`config.mk`:
```
export PLATFORM = sky130hd
export DESIGN_NAME = alu_seq_multiplier_flat
export DESIGN_NICKNAME = d
export VERILOG_FILES = /design/src/rtl/CPU_package.sv /design/src/rtl/alu_seq_multiplier_if.sv /design/src/rtl/Full_Adder_by8.sv /design/src/rtl/alu_seq_multiplier.sv /design/src/flat_wrapper.sv
export SDC_FILE = /design/constraint.sdc
export NUM_CORES = 1
export LEC_CHECK = 0
export CORE_MARGIN = 2
export CORE_UTILIZATION = 30
export DETAILED_ROUTE_END_ITERATION = 7
export HOLD_SLACK_MARGIN = 0.03
export PLACE_DENSITY = 0.52
export SYNTH_ARGS = -nofsm -noshare
export SYNTH_HDL_FRONTEND = slang
export SYNTH_SLANG_ARGS = --single-unit
export TNS_END_PERCENT = 10
```
`constraint.sdc`:
```
create_clock -name clk -period 3.05 [get_ports clk]
set_input_delay 0.305 -clock clk [delete_from_list [all_inputs] [get_ports clk]]
set_output_delay 0.305 -clock clk [all_outputs]
set_load 0.05 [all_outputs]
```
`src/rtl/CPU_package.sv`:
```
// Shared constants and types for the sequential shift-add multiplier.
package CPU_package;

    localparam int DATA_WIDTH = 8;
    localparam int CNT_WIDTH  = $clog2(DATA_WIDTH);

    // Value of the iteration counter on the final CALC cycle.
    localparam logic [CNT_WIDTH-1:0] LAST_COUNT = CNT_WIDTH'(DATA_WIDTH - 1);

    typedef enum logic [1:0] {
        IDLE = 2'd0,
        CALC = 2'd1,
        DONE = 2'd2
    } mul_state_t;

endpackage

```
`src/rtl/alu_seq_multiplier_if.sv`:
```
// Request/result bundle between a requester and the multiplier.
interface alu_seq_multiplier_if;
    import CPU_package::*;

    logic                    start;
    logic [DATA_WIDTH-1:0]   A;
    logic [DATA_WIDTH-1:0]   B;
    logic                    busy;
    logic                    done;
    logic [2*DATA_WIDTH-1:0] product;

    modport master (
        output start, A, B,
        input  busy, done, product
    );

    modport slave (
        input  start, A, B,
        output busy, done, product
    );

endinterface

```
`src/rtl/Full_Adder_by8.sv`:
```
// Ripple-carry adder used for the accumulate step of the multiplier.
module Full_Adder_by8
    import CPU_package::*;
(
    input  logic [DATA_WIDTH-1:0] a,
    input  logic [DATA_WIDTH-1:0] b,
    input  logic                  cin,
    output logic [DATA_WIDTH-1:0] s,
    output logic                  cout
);

    logic [DATA_WIDTH:0] c;

    // Bitwise full-adder chain, carry rippling from LSB to MSB.
    always_comb begin
        c    = '0;
        s    = '0;
        c[0] = cin;
        for (int i = 0; i < DATA_WIDTH; i++) begin
            s[i]   = a[i] ^ b[i] ^ c[i];
            c[i+1] = (a[i] & b[i]) | (c[i] & (a[i] ^ b[i]));
        end
    end

    assign cout = c[DATA_WIDTH];

endmodule

```
`src/rtl/alu_seq_multiplier.sv`:
```
// Unsigned shift-add multiplier: one partial product per CALC cycle.
//
// state | meaning
// IDLE  | waiting for start; operands captured on accept
// CALC  | DATA_WIDTH add/shift iterations
// DONE  | product valid, done pulsed for one cycle
module alu_seq_multiplier
    import CPU_package::*;
(
    input  logic                clk,
    input  logic                rst,
    alu_seq_multiplier_if.slave bus
);

    mul_state_t              state;
    logic [DATA_WIDTH-1:0]   m;
    logic [DATA_WIDTH-1:0]   q;
    logic [DATA_WIDTH-1:0]   acc;
    logic [CNT_WIDTH-1:0]    count;
    logic [2*DATA_WIDTH-1:0] product;

    logic [DATA_WIDTH-1:0]   sum;
    logic                    cout;
    logic [DATA_WIDTH-1:0]   s_sel;
    logic                    c_sel;
    logic [DATA_WIDTH-1:0]   acc_next;
    logic [DATA_WIDTH-1:0]   q_next;

    Full_Adder_by8 u_add (
        .a    (acc),
        .b    (m),
        .cin  (1'b0),
        .s    (sum),
        .cout (cout)
    );

    // Select ACC+M or ACC by the multiplier LSB, then shift {C,S,Q} right.
    always_comb begin
        c_sel = 1'b0;
        s_sel = acc;
        if (q[0]) begin
            c_sel = cout;
            s_sel = sum;
        end
        acc_next = {c_sel, s_sel[DATA_WIDTH-1:1]};
        q_next   = {s_sel[0], q[DATA_WIDTH-1:1]};
    end

    // Sequencer and datapath registers; product only changes on the last CALC.
    always_ff @(posedge clk or posedge rst) begin
        if (rst) begin
            state   <= IDLE;
            m       <= '0;
            q       <= '0;
            acc     <= '0;
            count   <= '0;
            product <= '0;
        end else begin
            case (state)
                IDLE: begin
                    if (bus.start) begin
                        m     <= bus.A;
                        q     <= bus.B;
                        acc   <= '0;
                        count <= '0;
                        state <= CALC;
                    end
                end
                CALC: begin
                    acc   <= acc_next;
                    q     <= q_next;
                    count <= count + CNT_WIDTH'(1);
                    if (count == LAST_COUNT) begin
                        product <= {acc_next, q_next};
                        state   <= DONE;
                    end
                end
                DONE: begin
                    state <= IDLE;
                end
                default: begin
                    state <= IDLE;
                end
            endcase
        end
    end

    assign bus.busy    = (state != IDLE);
    assign bus.done    = (state == DONE);
    assign bus.product = product;

endmodule

```
`src/flat_wrapper.sv`:
```
// flat-port wrapper written by rule: the top's interface ports become plain ports
module alu_seq_multiplier_flat import CPU_package::*;
  (clk, rst, bus_start, bus_A, bus_B, bus_busy, bus_done, bus_product);
  alu_seq_multiplier_if bus_i ();
  input  logic clk;
  input  logic rst;
  input wire logic [$bits(bus_i.start)-1:0] bus_start;
  input wire logic [$bits(bus_i.A)-1:0] bus_A;
  input wire logic [$bits(bus_i.B)-1:0] bus_B;
  output wire logic [$bits(bus_i.busy)-1:0] bus_busy;
  output wire logic [$bits(bus_i.done)-1:0] bus_done;
  output wire logic [$bits(bus_i.product)-1:0] bus_product;
  assign bus_i.start = bus_start;
  assign bus_i.A = bus_A;
  assign bus_i.B = bus_B;
  assign bus_busy = bus_i.busy;
  assign bus_done = bus_i.done;
  assign bus_product = bus_i.product;
  alu_seq_multiplier u_core (.clk(clk), .rst(rst), .bus(bus_i));
endmodule
```
==> results of run 1 <==
==> worst max-delay path: stages (launching register included) <==
cell     delay, ns
dfrtp_1       0.36
ha_1          0.14
inv_1         0.05
fa_2          0.34
fa_2          0.34
fa_1          0.36
inv_1         0.07
fa_1          0.15
inv_1         0.05
fa_1          0.35
inv_1         0.07
fa_1          0.18
fa_1          0.41
mux2i_1       0.19
o22ai_1       0.10
==> what timing repair did <==
action | 4_1_cts | 5_1_grt
resized for setup | 0 | 3
setup endpoints to repair | 4 | 6
buffers inserted | 0 | 1
pin swaps | 0 | 0
==> logic make-up after synthesis <==
kind of cell,Yosys count
simple gates,45
buf+inv,25
flops,45
compound gates,49
fa+ha+maj,10
mux,17
==> metal layers <==
metal	wire length [µm]	part of all wire	vias up
li1	-	-	719
met1	2028	0.50	697
met2	1829	0.45	26
met3	117	0.029	6
met4	93	0.023	0
met5	0	0	-
==> final cells by class <==
class,instances,area (µm²)
timing repair buffer,41,397.9
multi-input combinational,121,883.3
sequential,45,1126
tap,96,120.1
clock buffer,7,86.33
fill,691,4135
inverter,14,52.55
clock inverter,1,30.03
==> power breakdown <==
group / leakage [nW] / switching, mW / total [mW] / internal (mW)
clock: 0.0585 / 0.196 / 0.463 / 0.267
combinational: 0.559 / 0.895 / 1.52 / 0.626
sequential: 0.557 / 0.220 / 1.10 / 0.878
==> stage by stage <==
stage | setup TNS, ns | power [mW] | cells
floorplan | -0.1771 | 2.199 | 191
global placement | -0.3623 | 2.614 | 316
CTS | -0.5780 | 3.118 | 324
detailed placement | -0.4893 | 2.640 | 316
global route | -1.480 | 3.332 | 325
finish | -0.5113 | 3.082 | 325
==> registers in the layout, summed over array words and instances, names as in the netlist <==
signal and count:
u_core.bus.product 16, u_core.acc 8, u_core.m 8, u_core.q 8, u_core.count 3, u_core.state 2
==> path summary, 6_finish.rpt <==
path,endpoint,cells past startpoint,from
worst max-delay path,u_core.acc[6],14,u_core.acc[0]
worst min-delay path,u_core.bus.product[3],3,rst
worst max register to register,u_core.acc[6],14,u_core.acc[0]
worst min register to register,u_core.bus.product[7],2,u_core.bus.product[7]
max in group asynchronous,u_core.m[0],3,rst
min in group clk,u_core.bus.product[7],2,u_core.bus.product[7]
==> cells in the final DEF (no fill, tap or decap), types with 2 or more instances in the layout <==
master,count
clkdlybuf4s50_1,36
mux2_2,12
dfrtp_1,45
nor2b_1,3
o21ai_0,22
and2b_1,7
clkbuf_8,6
nand2_1,29
mux2i_1,4
inv_1,13
o21ai_1,3
fa_1,5
ha_1,3
buf_4,5
a22oi_1,7
fa_2,2
a21oi_1,7
o22ai_1,8
nor2_1,2
==> impl_results.md, run 1 <==
* Outcome: finished with violations
* Failing checks: setup timing
* Drt initial violations at 58
* Asr flop ratio synth at 1.000
* Maximum clock frequency at 305.5 MHz
* CP Class: reg -> reg
* Synth Area in Simple Gates at 0.1086
* Die width at 88.08 µm
* Worst endpoint required time at 3.22 ns
* Arrival time worst endpoint at 3.44 ns
* Htree depth at 2
* GR Util met3 at 0.02828
* Max-slew violations at 0
* Post-synthesis adder-cell area fraction at 0.08378
* Max-capacitance violation count at 0
* Drt drc at 0
* Worst-path fanout max at 2
* Clock-pin slew on the worst setup and hold paths at 0.08 ns
* Synth Net Count at 220
* Setup-failing EPs final at 4
* Yosys cell types at 26
* RSZ-0062 raised after global routing: true
* Tightest Hold Check Type: in -> async
* Share of post-route cells with drive strength above 1 at 0.1310
* Nets at 257
* Top Usage Layer GRT: met2
* Period utilization at 1.073
* Post-Synth XOR/XNOR Area at 0
* Final setup margin at -0.2232 ns
* Final hold vios at 0
* DIE AREA at 0.007758 mm²
* Avg Synthesized Cell Area at 11.10 µm²
* Vias/cell at 4.455
* Max_slew headroom at 0.6077
* Dpl cell area at 0.002572 mm²
* #FFs+latches synth at 45
* Synthesized instance count at 191
* Most frequent cell after synthesis: dfrtp_1
* Leak at 1.174 nW
* Final hold slack at 0.4514 ns
* Antenna diode count at 0
* Fin area at 0.002696 mm²
* Area added between synthesis and finish at 27.14%
* Endpoint class of the critical path: register
* Initial antenna violation count at 0
* Most frequent cells after synthesis: dfrtp_1 (45), nand2_1 (29), o21ai_0 (25)
* Largest family of logic cells by synthesized area: compound AO/OA/AOI/OAI gates
* Via Count at 1448
* Multiplexer share of the synthesized area at 0.08968
* Post-synth EDFFs at 0
* Clock Latency Late Sink at 0.29 ns
* Post-DRT Antenna Nets at 0
* Clock tree buffer depth at 2
* Worst-margin pin slew at 0.5853 ns
* Starting Density at 0.3104
* Setup crit start kind: register
* CTS Hold Bufs at 0
* GPL Wtd Cong at 0.7538
* Yosys top cell area share at 0.5310
* GRT Total Usage at 0.1170
* Worst slack, placed at -0.2317 ns
* Cell taking the most area after synthesis: dfrtp_1
* CTS tree: built
* Seq/Total Area, Yosys at 0.5310
* Routed WL per cell at 12.52 µm
* Synth top area cells: dfrtp_1 (53%), fa_1 (6.6%), mux2_2 (6.4%)
* Clock root buffer: clkbuf_8
* Chip height at 88.08 µm
* Post-synth design cell area at 0.002121 mm²
* M1 GR Usage at 0.1512
* Core box area at 0.006832 mm²
* Clock skew at 0.005344 ns
* Yosys warns at 0
* DP Wirelength at 2.764 mm
* DR pass1 iterations at 4
* R2r setup slk at -0.22 ns
* Global-route wire length before repair at 6.789 mm
* CTS buffer count at 5
* Pin count of the biggest net entering global routing at 46
* Final core occ at 0.3947
* Peak VDD IR at 0.0003522 V
* Ports at 37
* M2 GR Usage at 0.1818
* Minimum clock period at 3.273 ns
* Site row count at 30
* Port buffer count at 36
* Top_reg_cell synth: dfrtp_1
* Power Dens Cells at 1143 mW/mm²
* CTS Sinks at 45
* Gr ovfl total at 0
* Synth Area in Compound Gates at 0.1322
* Vias in the first global route at 1444
* Total Wirelength at 4.069 mm
(Power assumes the default switching activity.)
==> inputs of run 2 (changes only) <==
CORE_MARGIN = 5   (was 2)
==> run 2 against run 1 <==
The run still ends with setup timing left. Combinational power is essentially flat. Sequential share of layout area grew 0.35 points. Flip-flop and latch count is the same. Cell count shrank 1.2%. Non-clock buffer count shrank 3. First-iteration DRC count grew 34%. Worst setup slack gained 0.023 ns. Maximum frequency grew 0.72%. Cell area shrank 0.84%. Critical path type unchanged.
==> impl_results.md, run 2 (synthesized netlist as in run 1, its figures left out) <==
* Most frequent cells in the layout: dfrtp_1 (45), clkdlybuf4s50_1 (36), nand2_1 (29), o21ai_0 (24), mux2_2 (12) (was dfrtp_1 (45), clkdlybuf4s50_1 (36), nand2_1 (29), o21ai_0 (22), inv_1 (13))
* GPL Wtd Cong at 0.7103 (was 0.7538)
* Chip height at 94.08 µm (was 88.08 µm)
* R2R depth at 14 (unchanged)
* Worst-path fanout max at 2 (unchanged)
* Die width at 94.08 µm (was 88.08 µm)
* Ports at 37 (unchanged)
* Vias in the first global route at 1454 (was 1444)
* CP bufs+invs at 4 (unchanged)
* Setup TNS at -0.4515 ns (was -0.5113 ns)
* Total Wirelength at 4.183 mm (was 4.069 mm)
* CP max stage delay at 0.41 ns (about the same)
* Post-CTS setup buffers at 0 (unchanged)
* Crit path top cell by count: fa_2 (was fa_1)
* # fillers at 707 (was 691)
* Vias/cell at 4.430 (was 4.455)
* Tightest Hold Check Type: reg -> reg (was in -> async)
* Global-route wire length before repair at 7.217 mm (was 6.789 mm)
* GRT Total Usage at 0.1068 (was 0.1170)
* Peak VDD IR at 0.0003097 V (was 0.0003522 V)
* Area added between synthesis and finish at 26.08% (was 27.14%)
* Site row count at 30 (unchanged)
* Worst-margin pin slew at 0.9223 ns (was 0.5853 ns)
* CTS tree: built (unchanged)
* Hold_sp: u_core.bus.product[7]
* Setup crit start kind: register (unchanged)
* Post-DRT Antenna Nets at 0 (unchanged)
* DP Cell Count at 314 (was 316)
* Max reg flops at 16 (unchanged)
* Non-filler instance count after layout at 321 (was 325)
* Drt drc at 0 (unchanged)
* R2r setup slk at -0.20 ns (was -0.22 ns)
* Starting Density at 0.3104 (unchanged)
* Nets at 254 (was 257)
* DIE AREA at 0.008851 mm² (was 0.007758 mm²)
* Hold path depth at 2
* Clock root buffer: clkbuf_8 (unchanged)
* Maximum clock frequency at 307.7 MHz (was 305.5 MHz)
* Area occupied by multi-input gates at 895.9 µm² (was 883.3 µm²)
* Port buffer count at 36 (unchanged)
* Max-slew violations at 0 (unchanged)
* Worst slack, placed at -0.2320 ns (was -0.2317 ns)
* Outcome: finished with violations (unchanged)
* Slowest cell on crit path: fa_1 (unchanged)
* Core box area at 0.006832 mm² (unchanged)
* Worst r2r src: u_core.acc[0] (unchanged)
* Sequential Area at 0.001126 mm² (unchanged)
* Leak at 1.149 nW (was 1.174 nW)
* Worst endpoint required time at 3.20 ns (was 3.22 ns)
* Max_slew headroom at 0.3842 (was 0.6077)
* Gr ovfl total at 0 (unchanged)
* RSZ-0062 raised after global routing: true (unchanged)
* CTS Sinks at 45 (unchanged)
* Clock Latency Late Sink at 0.29 ns (about the same)
* CP Class: reg -> reg (unchanged)
* Failing checks: setup timing (unchanged)
* CTS buffer count at 5 (unchanged)
* Minimum clock period at 3.250 ns (was 3.273 ns)
* Final setup margin at -0.1998 ns (was -0.2232 ns)
* Reg2reg end: u_core.bus.product[14] (was u_core.acc[6])
* Clock skew at 0.006110 ns (was 0.005344 ns)
* Pin count of the biggest net entering global routing at 46 (unchanged)
* Min-Delay Endpoint: u_core.bus.product[7]
* Clock-pin slew on the worst setup and hold paths at 0.08 ns (about the same)
* Routed WL per cell at 13.03 µm (was 12.52 µm)
* Arrival time worst endpoint at 3.40 ns (was 3.44 ns)
* Period utilization at 1.065 (was 1.073)
* Final hold vios at 0 (unchanged)
* DP Wirelength at 2.849 mm (was 2.764 mm)
* Power Dens Cells at 1143 mW/mm² (about the same)
* Share of post-route cells with drive strength above 1 at 0.1644 (was 0.1310)
* Drt initial violations at 78 (was 58)
* Htree depth at 2 (unchanged)
* Commonest non-fill, non-tap cell in the layout: dfrtp_1 (unchanged)
* Power Total at 3.057 mW (was 3.082 mW)
* Top delay family on crit path: adder cells (unchanged)
* DR pass1 iterations at 4 (unchanged)
* CP Cell Sequence: ha_2 -> inv_2 -> fa_2 -> fa_2 -> fa_2 -> inv_2 -> fa_2 -> inv_2 -> fa_2 -> inv_2 -> fa_2 -> fa_1 -> mux2i_1 -> o21ai_0 (was ha_1 -> inv_1 -> fa_2 -> fa_2 -> fa_1 -> inv_1 -> fa_1 -> inv_1 -> fa_1 -> inv_1 -> fa_1 -> fa_1 -> mux2i_1 -> o22ai_1)
* Initial antenna violation count at 0 (unchanged)
* Clock tree buffer depth at 2 (unchanged)
* Setup-failing EPs final at 4 (unchanged)
* Max-capacitance violation count at 0 (unchanged)
* Antenna diode count at 0 (unchanged)
* Endpoint class of the critical path: register (unchanged)
* Largest Register: u_core.bus.product (unchanged)
* Via Count at 1422 (was 1448)
run 2: area by class of cell:
| class | count | share of cell area |
|---|---|---|
| multi-input combinational | 121 | 0.3350 |
| tap | 96 | 0.04492 |
| sequential | 45 | 0.4212 |
| clock buffer | 5 | 0.02574 |
| timing repair buffer | 38 | 0.1404 |
| inverter | 14 | 0.01965 |
| clock inverter | 2 | 0.01310 |
run 2: report_power, final:
part | total, mW | leakage (nW) | internal [mW] | switching [mW]
Clock | 0.435 | 0.0540 | 0.238 | 0.197
Sequential | 1.10 | 0.557 | 0.878 | 0.225
Combinational | 1.52 | 0.538 | 0.618 | 0.901
run 2: timing repair:
| action | CTS | global route |
|---|---|---|
| cloned | 0 | 0 |
| gates resized for setup | 0 | 10 |
| pin swaps | 0 | 1 |
| hold buffers | 0 | 0 |
| endpoints found under the setup margin | 4 | 6 |
run 2: per-stage QoR:
stage	util	hold slack, ns	instance area, µm²
floorplan	-	0.4218	2126
global placement	0.3744	0.4638	2557
detailed placement	0.3744	0.4715	2557
CTS	0.3896	0.4911	2661
global route	0.3914	0.5144	2674
finish	0.3914	0.4817	2674
run 2: worst max path at each step:
stage / from / endpoint / slack, ns / cells after the start
global route: u_core.acc[0] / u_core.acc[6] / -0.34 / 14
global placement: u_core.acc[0] / u_core.acc[6] / -0.17 / 14
detailed placement: u_core.m[0] / u_core.acc[6] / -0.23 / 14
finish: u_core.acc[0] / u_core.bus.product[14] / -0.20 / 14
floorplan: u_core.acc[0] / u_core.acc[6] / -0.09 / 14
CTS: u_core.acc[0] / u_core.bus.product[14] / -0.25 / 14
run 2: routing by layer:
metal	global-route usage	part of all wire	vias to the layer above
li1	-	-	708
met5	0	0	-
met1	0.1372	0.49	686
met4	0.05054	0.021	0
met3	0.03285	0.036	5
met2	0.1632	0.46	23
run 2: worst reg2reg max path: stages (launching register included):
cell and delay [ns]:
dfrtp_1 0.36, ha_2 0.18, inv_2 0.04, fa_2 0.33, fa_2 0.34, fa_2 0.34
inv_2 0.06, fa_2 0.18, inv_2 0.04, fa_2 0.32, inv_2 0.06, fa_2 0.19
fa_1 0.41, mux2i_1 0.18, o21ai_0 0.10
==> inputs of run 3 (changes only) <==
clock period = 2.8 ns   (was 3.05 ns; I/O delays follow)
==> run 3 against run 2 <==
The run still ends with setup timing left. Utilization shrank 0.11 points. Sequential power grew 9%. Worst setup slack lost 0.26 ns. Critical endpoint is now u_core.acc[6]. Largest power group unchanged.
==> impl_results.md, run 3 (synthesized netlist as in run 1, its figures left out) <==
* Outcome: finished with violations (unchanged)
* Failing checks: setup timing (unchanged)
* Final hold slack at 0.4370 ns (was 0.4817 ns)
* Peak VDD IR at 0.0003152 V (was 0.0003097 V)
* Critical path origin: u_core.acc[0] (unchanged)
* Post-DRT Antenna Nets at 0 (unchanged)
* Core box area at 0.006832 mm² (unchanged)
* DP Wirelength at 2.904 mm (was 2.849 mm)
* Max_slew headroom at 0.5832 (was 0.3842)
* Most frequent cells in the layout: dfrtp_1 (45), clkdlybuf4s50_1 (36), nand2_1 (29), o21ai_0 (22), inv_1 (13) (was dfrtp_1 (45), clkdlybuf4s50_1 (36), nand2_1 (29), o21ai_0 (24), mux2_2 (12))
* Reg power frac at 0.370 (was 0.361)
* Commonest non-fill, non-tap cell in the layout: dfrtp_1 (unchanged)
* Max-capacitance violation count at 0 (unchanged)
* CP Class: reg -> reg (unchanged)
* Tightest Hold Check Type: in -> async (was reg -> reg)
* Global-route wire length before repair at 7.383 mm (was 7.217 mm)
* Gr ovfl total at 0 (unchanged)
* Clock root buffer: clkbuf_8 (unchanged)
* Port buffer count at 36 (unchanged)
* Max reg flops at 16 (unchanged)
* Share of post-route cells with drive strength above 1 at 0.1397 (was 0.1644)
* Maximum clock frequency at 306.4 MHz (was 307.7 MHz)
* CTS Sinks at 45 (unchanged)
* Arrival time worst endpoint at 3.43 ns (was 3.40 ns)
* Post-CTS setup buffers at 0 (unchanged)
* R2r setup slk at -0.46 ns (was -0.20 ns)
* Crit path to: u_core.acc[6] (was u_core.bus.product[14])
* Htree depth at 2 (unchanged)
* Via Count at 1421 (was 1422)
* Routed WL per cell at 12.94 µm (was 13.03 µm)
* Die width at 94.08 µm (unchanged)
* Max-slew violations at 0 (unchanged)
* Drt initial violations at 62 (was 78)
* DR pass1 iterations at 4 (unchanged)
* Ports at 37 (unchanged)
* Clock skew at 0.007202 ns (was 0.006110 ns)
* Setup-failing EPs final at 8 (was 4)
* Clock tree buffer depth at 2 (unchanged)
* Comb pwr share at 0.512 (was 0.497)
* Psw at 1.434 mW (was 1.322 mW)
* Pin count of the biggest net entering global routing at 46 (unchanged)
* GPL Wtd Cong at 0.7536 (was 0.7103)
* Worst endpoint required time at 2.97 ns (was 3.20 ns)
* Worst r2r src: u_core.acc[0] (unchanged)
* P_int at 1.809 mW (was 1.735 mW)
* Clock Latency Late Sink at 0.29 ns (about the same)
* GRT Total Usage at 0.1079 (was 0.1068)
* Setup crit start kind: register (unchanged)
* Initial antenna violation count at 0 (unchanged)
* CTS Hold Bufs at 0 (unchanged)
* Final hold vios at 0 (unchanged)
* Worst-margin pin slew at 0.6219 ns (was 0.9223 ns)
* # fillers at 700 (was 707)
* Vias in the first global route at 1447 (was 1454)
* CTS tree: built (unchanged)
* Clock-pin slew on the worst setup and hold paths at 0.08 ns (about the same)
* Leak at 1.166 nW (was 1.149 nW)
* CTS buffer count at 5 (unchanged)
* Reg2reg end: u_core.acc[6] (was u_core.bus.product[14])
* DP Cell Count at 317 (was 314)
* Starting Density at 0.3104 (unchanged)
* R2R depth at 14 (unchanged)
* Total Wirelength at 4.204 mm (was 4.183 mm)
* RSZ-0062 raised after global routing: true (unchanged)
* Clock share of power at 0.118 (was 0.142)
* Drt drc at 0 (unchanged)
* Site row count at 30 (unchanged)
* Vias/cell at 4.372 (was 4.430)
* Final setup margin at -0.4637 ns (was -0.1998 ns)
* Dpl cell area at 0.002580 mm² (was 0.002557 mm²)
* Power Dens Cells at 1216 mW/mm² (was 1143 mW/mm²)
* Nets at 257 (was 254)
* Endpoint class of the critical path: register (unchanged)
* Chip height at 94.08 µm (unchanged)
* Period utilization at 1.166 (was 1.065)
* Area added between synthesis and finish at 25.72% (was 26.08%)
* Minimum clock period at 3.264 ns (was 3.250 ns)
* Non-filler instance count after layout at 325 (was 321)
* Fin area at 0.002666 mm² (was 0.002674 mm²)
* Largest Register: u_core.bus.product (unchanged)
* Switching part of the total at 0.4422 (was 0.4325)
* DIE AREA at 0.008851 mm² (unchanged)
* Antenna diode count at 0 (unchanged)
* Worst-path fanout max at 2 (unchanged)
## run 3: cell count changes in the layout (fill, tap and decap cells not counted), moves of 2 or more
cell	before	now
o21ai_0	24	22
inv_1	9	13
buf_4	2	5
fa_1	1	5
inv_2	5	1
fa_2	6	2
## run 3: worst max-delay path, cell delays in order, from the launching register on
cell and delay [ns]:
dfrtp_1 0.35, ha_1 0.14, inv_1 0.05, fa_2 0.34, fa_2 0.35, fa_1 0.36, inv_1 0.07, fa_1 0.15
inv_1 0.05, fa_1 0.34, inv_1 0.07, fa_1 0.17, fa_1 0.40, mux2i_1 0.19, o22ai_1 0.10
## run 3: how the worst min path moves through the flow
stage	start	end	slack (ns)	cells past startpoint
final	rst	u_core.bus.product[3]	0.44	3
after global routing	rst	u_core.bus.product[2]	0.50	3
after CTS	rst	u_core.bus.product[2]	0.45	3
after detailed placement	u_core.bus.product[9]	u_core.bus.product[9]	0.47	2
after global placement	u_core.bus.product[7]	u_core.bus.product[7]	0.46	2
after floorplan	bus_A[1]	u_core.m[1]	0.40	2
## run 3: cell type report
class / count / area, µm² / share of cell area
inverter: 14 / 52.55 / 0.01971
tap: 96 / 120.1 / 0.04505
timing repair buffer: 41 / 397.9 / 0.1492
clock inverter: 2 / 10.01 / 0.003754
multi-input combinational: 121 / 887.1 / 0.3327
clock buffer: 6 / 72.57 / 0.02722
sequential: 45 / 1126 / 0.4223
## run 3: layer usage
metal / vias up / routed length [µm] / part of all wire / GRT usage
li1: 719 / - / - / -
met1: 673 / 2018 / 0.48 / 0.1498
met2: 24 / 1924 / 0.46 / 0.1585
met3: 5 / 173 / 0.041 / 0.02644
met4: 0 / 87 / 0.021 / 0.04693
met5: - / 0 / 0 / 0
## run 3: per-stage QoR
stage,TNS (ns),setup WS (ns),total power [mW],utilization
after floorplan,-1.011,-0.3438,2.396,-
after global placement,-1.561,-0.4201,2.861,0.3777
after detailed placement,-1.709,-0.4386,2.881,0.3777
after CTS,-1.948,-0.4823,3.290,0.3897
after global routing,-3.185,-0.6332,3.546,0.3903
final,-1.802,-0.4637,3.243,0.3903
## run 3: power by group through the flow
stage          Combinational, mW  Sequential [mW]  Clock (mW)
2_1_floorplan              0.876             1.52           0
3_3_place_gp                1.65             1.21           0
3_5_place_dp                1.66             1.22           0
4_1_cts                     1.68             1.21       0.401
5_1_grt                     1.86             1.26       0.427
6_report                    1.66             1.20       0.382
## run 3: what timing repair did
action / CTS / global route
gates resized for setup: 2 / 2
gates cloned: 0 / 0
endpoints found under the setup margin: 8 / 8
